<file path="src/rtl/ble6_cfg_pkg.sv">
// Shared types and sizing helpers for the ble6 configuration bank loader.
package ble6_cfg_pkg;

  typedef enum logic [2:0] {
    ST_IDLE,
    ST_LOAD,
    ST_WRITE,
    ST_HOLD,
    ST_DONE,
    ST_ERR
  } state_e;

  localparam int BLE6_CFG_BITS = 66;
  localparam int BLE6_LUT_BITS = 64;

  // Words needed to cover a frame of the given bit count.
  function automatic int nwords(input int bits, input int w);
    return (bits + w - 1) / w;
  endfunction

endpackage

</file>
<file path="src/rtl/ble6_cfg_pulse_timer.sv">
// Reloadable down-counter; flags the last cycle of a programmed duration.
module ble6_cfg_pulse_timer #(
  parameter int W = 2
) (
  input  logic         clk_i,
  input  logic         rst_ni,
  input  logic         load_i,
  input  logic [W-1:0] load_val_i,
  output logic         expired_o
);

  logic [W-1:0] count_q, count_d;

  always_comb begin
    count_d = count_q;
    if (load_i) begin
      count_d = load_val_i;
    end else if (count_q != '0) begin
      count_d = count_q - 1'b1;
    end
  end

  always_ff @(posedge clk_i or negedge rst_ni) begin
    if (!rst_ni) begin
      count_q <= '0;
    end else begin
      count_q <= count_d;
    end
  end

  // A load of N yields exactly N cycles before expiry is seen by the FSM.
  assign expired_o = (count_q == W'(1));

endmodule

</file>
<file path="src/rtl/ble6_cfg_bank_loader.sv">
// Streams a ble6 configuration frame into a staging register, then drives
// one timed bl/wl write pulse into the tile's configuration cells.
module ble6_cfg_bank_loader
  import ble6_cfg_pkg::*;
#(
  parameter int NUM_BITS = BLE6_CFG_BITS,
  parameter int WORD_W   = 8,
  parameter int WL_PULSE = 2,
  parameter int BL_HOLD  = 1
) (
  input  logic                clk,
  input  logic                reset,
  input  logic                start,
  input  logic                cfg_valid,
  output logic                cfg_ready,
  input  logic [WORD_W-1:0]   cfg_data,
  input  logic                cfg_last,
  output logic [NUM_BITS-1:0] bl,
  output logic [NUM_BITS-1:0] wl,
  output logic                busy,
  output logic                done,
  output logic                err
);

  localparam int NWORDS    = nwords(NUM_BITS, WORD_W);
  localparam int CNT_W     = $clog2(NWORDS + 1);
  localparam int MAX_PULSE = (WL_PULSE > BL_HOLD) ? WL_PULSE : BL_HOLD;
  localparam int TMR_W     = $clog2(MAX_PULSE + 1);

  state_e               state_q, state_d;
  logic [CNT_W-1:0]     cnt_q, cnt_d;
  logic [NUM_BITS-1:0]  stage_q, stage_d;
  logic                 err_q, err_d;
  logic                 tmr_load;
  logic [TMR_W-1:0]     tmr_val;
  logic                 tmr_expired;
  logic                 xfer;
  logic                 last_word;
  logic [NUM_BITS-1:0]  fill_bits;
  logic [NUM_BITS-1:0]  fill_sel;

  assign xfer      = cfg_valid && (state_q == ST_LOAD);
  assign last_word = (cnt_q == CNT_W'(NWORDS - 1));

  // Cell g is owned by word g/WORD_W; cells past NUM_BITS simply do not exist.
  for (genvar g = 0; g < NUM_BITS; g++) begin : g_fill
    assign fill_bits[g] = cfg_data[g % WORD_W];
    assign fill_sel[g]  = (cnt_q == CNT_W'(g / WORD_W));
  end

  always_comb begin
    state_d  = state_q;
    cnt_d    = cnt_q;
    stage_d  = stage_q;
    err_d    = err_q;
    tmr_load = 1'b0;
    tmr_val  = '0;
    case (state_q)
      ST_IDLE: begin
        if (start) begin
          state_d = ST_LOAD;
          cnt_d   = '0;
          err_d   = 1'b0;
        end
      end
      ST_LOAD: begin
        if (xfer) begin
          stage_d = (stage_q & ~fill_sel) | (fill_bits & fill_sel);
          if (cfg_last && last_word) begin
            state_d  = ST_WRITE;
            tmr_load = 1'b1;
            tmr_val  = TMR_W'(WL_PULSE);
          end else if (cfg_last || last_word) begin
            state_d = ST_ERR;
            err_d   = 1'b1;
          end else begin
            cnt_d = cnt_q + 1'b1;
          end
        end
      end
      ST_WRITE: begin
        if (tmr_expired) begin
          state_d  = ST_HOLD;
          tmr_load = 1'b1;
          tmr_val  = TMR_W'(BL_HOLD);
        end
      end
      ST_HOLD: begin
        if (tmr_expired) begin
          state_d = ST_DONE;
        end
      end
      ST_DONE: state_d = ST_IDLE;
      ST_ERR:  state_d = ST_IDLE;
      default: state_d = ST_IDLE;
    endcase
  end

  always_ff @(posedge clk or negedge reset) begin
    if (!reset) begin
      state_q <= ST_IDLE;
      cnt_q   <= '0;
      stage_q <= '0;
      err_q   <= 1'b0;
    end else begin
      state_q <= state_d;
      cnt_q   <= cnt_d;
      stage_q <= stage_d;
      err_q   <= err_d;
    end
  end

  ble6_cfg_pulse_timer #(
    .W(TMR_W)
  ) u_timer (
    .clk_i      (clk),
    .rst_ni     (reset),
    .load_i     (tmr_load),
    .load_val_i (tmr_val),
    .expired_o  (tmr_expired)
  );

  // Decoded straight from state so an async reset kills wl and bl at once.
  assign bl        = (state_q == ST_WRITE || state_q == ST_HOLD) ? stage_q : '0;
  assign wl        = (state_q == ST_WRITE) ? '1 : '0;
  assign cfg_ready = (state_q == ST_LOAD);
  assign busy      = (state_q == ST_LOAD) || (state_q == ST_WRITE) || (state_q == ST_HOLD);
  assign done      = (state_q == ST_DONE);
  assign err       = err_q;

endmodule

</file>
<file path="config.mk">
export PLATFORM = sky130hd
export DESIGN_NAME = ble6_cfg_bank_loader
export DESIGN_NICKNAME = d
export VERILOG_FILES = /design/src/rtl/ble6_cfg_pkg.sv /design/src/rtl/ble6_cfg_pulse_timer.sv /design/src/rtl/ble6_cfg_bank_loader.sv
export SDC_FILE = /design/constraint.sdc
export NUM_CORES = 1
export LEC_CHECK = 0
export CAP_MARGIN = 20
export CORE_MARGIN = 2
export CORE_UTILIZATION = 49
export DETAILED_ROUTE_END_ITERATION = 10
export PLACE_DENSITY = 0.95
export SKIP_LAST_GASP = 1
export SLEW_MARGIN = 20
export SYNTH_ARGS = -nofsm -noshare
export SYNTH_HDL_FRONTEND = slang
export SYNTH_SLANG_ARGS = --single-unit
</file>
<file path="constraint.sdc">
create_clock -name clk -period 10.2 [get_ports clk]
set_input_delay 2.04 -clock clk [delete_from_list [all_inputs] [get_ports clk]]
set_output_delay 2.04 -clock clk [all_outputs]
set_load 0.1 [all_outputs]
</file>
==> results.md <==
* Sw Pwr at 356 µW
* Final setup viols at 0
* First-pass GRT wire length at 13800 µm
* Area occupied by multi-input gates at 0.00166 mm²
* CTS buffer count at 9
* Total iterations of the first detailed-routing run at 4
* Final net count at 462
* Req. time, crit path at 8.16 ns
* Final non-filler cell total at 551
* Clock share of power at 23.4%
* Clock skew at 0.00769 ns
* Worst path max stage delay at 1.17 ns
* PortBufs at 148
* Largest net degree at the start of global routing at 77
* Status: finished clean
* Root Buffer: clkbuf_8
* Antenna cell count at 0
* Reg clk slew, reported paths at 0.08 ns
* Chip Width at 95.9 µm
* Ys Warns at 0
* Area grow syn2layout at 31.6%
* Final GP Congestion at 0.861
* Grt total ovfl at 0
* EDFF count, synth at 0
* Highest clock rate at 0.200 GHz
* Max clock buf depth at 2
* Vias at 2833
* Clock Latency Late Sink at 0.34 ns
* DRC violations left at 0
* Critical-path cell list: nand2b_1 > nor2_4 > buf_16 > clkdlybuf4s50_1
* I/O pin cnt at 149
* Slowest cell on the critical path: clkdlybuf4s50_1
* Power Density at 192 mW/mm²
* Wire length per cell at 16.2 µm
* Most frequent cells in the layout: clkdlybuf4s50_1 (147), dfrtp_1 (76), and2_1 (68)
* CTS resizes at 0
* CP startpoint: state_q[1]
* Period minus WS final at 5.01 ns
* Synthesized area at 0.00414 mm²
* Gate power share at 31.1%
* Initial antenna violation count at 0
* M3 GR Usage at 4.93%
* Starting density of the core at 50.3%
* Layout cell share with drive strength beyond 1 at 20.4%
* Internal power at 687 µW
* Min-delay worst type: reg2reg
* Critical path peak fanout at 39
* Busiest layer in global routing: met2
* Final WL at 8950 µm
* DIE AREA at 0.00919 mm²
* GRT met1 Usage at 25.1%
* Fin. max-slew vios at 0
* WP data arrival at 2.97 ns
* 1st-iter DRT viols at 101
* Core area at 0.00822 mm²
* Filler cell count at 589
* Critical Path Source Type: flop
* Max_cap viols at 0
* Synthesis-stage register bit count at 76
* CTS Hold Bufs at 0
* Cells after Synth at 361
* Register area share after synthesis at 46.0%
* Number of clock sinks at 76
* Critical path class: reg2out
* Total GRT Usage at 19.8%
* VDD IR max at 210 µV
* Most common cell after layout, fill and taps aside: clkdlybuf4s50_1
* Syn_area_per_cell at 11.5 µm²
* M2 GR Usage at 33.8%
* Ys flop type: dfrtp_1
* Register area at 0.00190 mm²
* Worst Tran Pin Value at 0.988 ns
* Sw Ratio at 34.1%
* Setup TNS at 0 ns
* RR Startpoint: state_q[0]
* Placed cell count at 535
* Vias/cell at 5.14
* # H-tree levels at 3
* Total setup buffers inserted after CTS at 0
* CTS tree: built
* Syn nets at 381
* Die Ht at 95.9 µm
* Hpwl dp at 6210 µm
* Site Rows at 33
* Crit path capture type: output pin
* Distinct cells, synth at 39
* Final Hold Viols at 0
* Rel. slew slack at 33.9%
* Ys async rst share at 100%
* RSZ-0062 raised after global routing: false
* P_leak at 2.34 nW
* Final period util at 49.1%
* Vias in the first global route at 2813
* Remaining antenna violation count at 0
* Seq pwr share at 45.5%
==> synth_stat cells (all sizes together), types with 3 or more instances <==
library cell / number / area [µm²]
dfrtp: 76 / 1900
o21ai: 7 / 35.0
mux2: 67 / 754
and3: 5 / 36.3
buf: 72 / 532
nand2: 6 / 32.5
nor2: 5 / 18.8
clkbuf: 8 / 30.0
ha: 7 / 87.6
a21oi: 3 / 15.0
nand2b: 4 / 25.0
and2: 68 / 425
inv: 6 / 22.5
==> final cells by class <==
cell class                 count  share of cell area [%]
clock buffer                   9                    2.28
clock inverter                 6                    1.66
inverter                       6                   0.414
multi-input combinational    199                    30.5
sequential                    76                    34.9
tap                          105                    2.41
timing repair buffer         150                    27.8
==> through the flow <==
stage / hold WS (ns) / cell area (µm²) / util (%) / setup WS, ns / total power [mW]
CTS: 0.491 / 5420 / 65.9 / 4.85 / 1.05
finish: 0.488 / 5440 / 66.2 / 5.19 / 1.04
global placement: 0.466 / 5200 / 63.3 / 5.39 / 0.781
global route: 0.509 / 5440 / 66.2 / 5.02 / 1.11
floorplan: 0.456 / 4140 / - / 3.51 / 0.720
detailed placement: 0.474 / 5200 / 63.3 / 5.26 / 0.805
==> logic make-up after synthesis <==
kind of cell / share of synthesized area (%)
AND/OR/NAND/NOR: 16.1
buffers and inverters: 14.1
flip-flops: 46.0
multiplexers: 18.2
AO/OA/AOI/OAI: 2.97
adder cells (fa/ha/maj): 2.12
XOR/XNOR: 0.424
==> worst max-delay path: cells and delay by family, from the launching register on <==
kind	cells	cell delay (ns)
AND/OR/NAND/NOR	2	0.65
buffers and inverters	2	1.41
flip-flops	1	0.56
==> path summary, 6_finish.rpt <==
| path | slack [ns] | end | depth (start not counted) |
|---|---|---|---|
| max | 5.19 | wl[0] | 4 |
| min | 0.49 | flop | 1 |
| max reg2reg | 8.14 | flop | 4 |
| min reg2reg | 0.49 | flop | 1 |
| max in group asynchronous | 7.76 | asynchronous set/reset pin | 1 |
| min in group asynchronous | 1.85 | asynchronous set/reset pin | 1 |
==> power groups by stage <==
stage	Combinational [mW]	Clock (mW)	Sequential, mW
floorplan	0.253	0	0.467
global placement	0.312	0	0.470
detailed placement	0.325	0	0.480
CTS	0.327	0.249	0.475
global route	0.352	0.264	0.491
finish	0.325	0.244	0.475
==> metal layers <==
| layer | routed length [µm] | up-vias |
|---|---|---|
| met5 | 0 | - |
| met4 | 96 | 0 |
| met3 | 798 | 10 |
| met2 | 4220 | 161 |
| met1 | 3840 | 1358 |
| li1 | - | 1304 |
No activity file was read; power rests on OpenSTA's default activity.
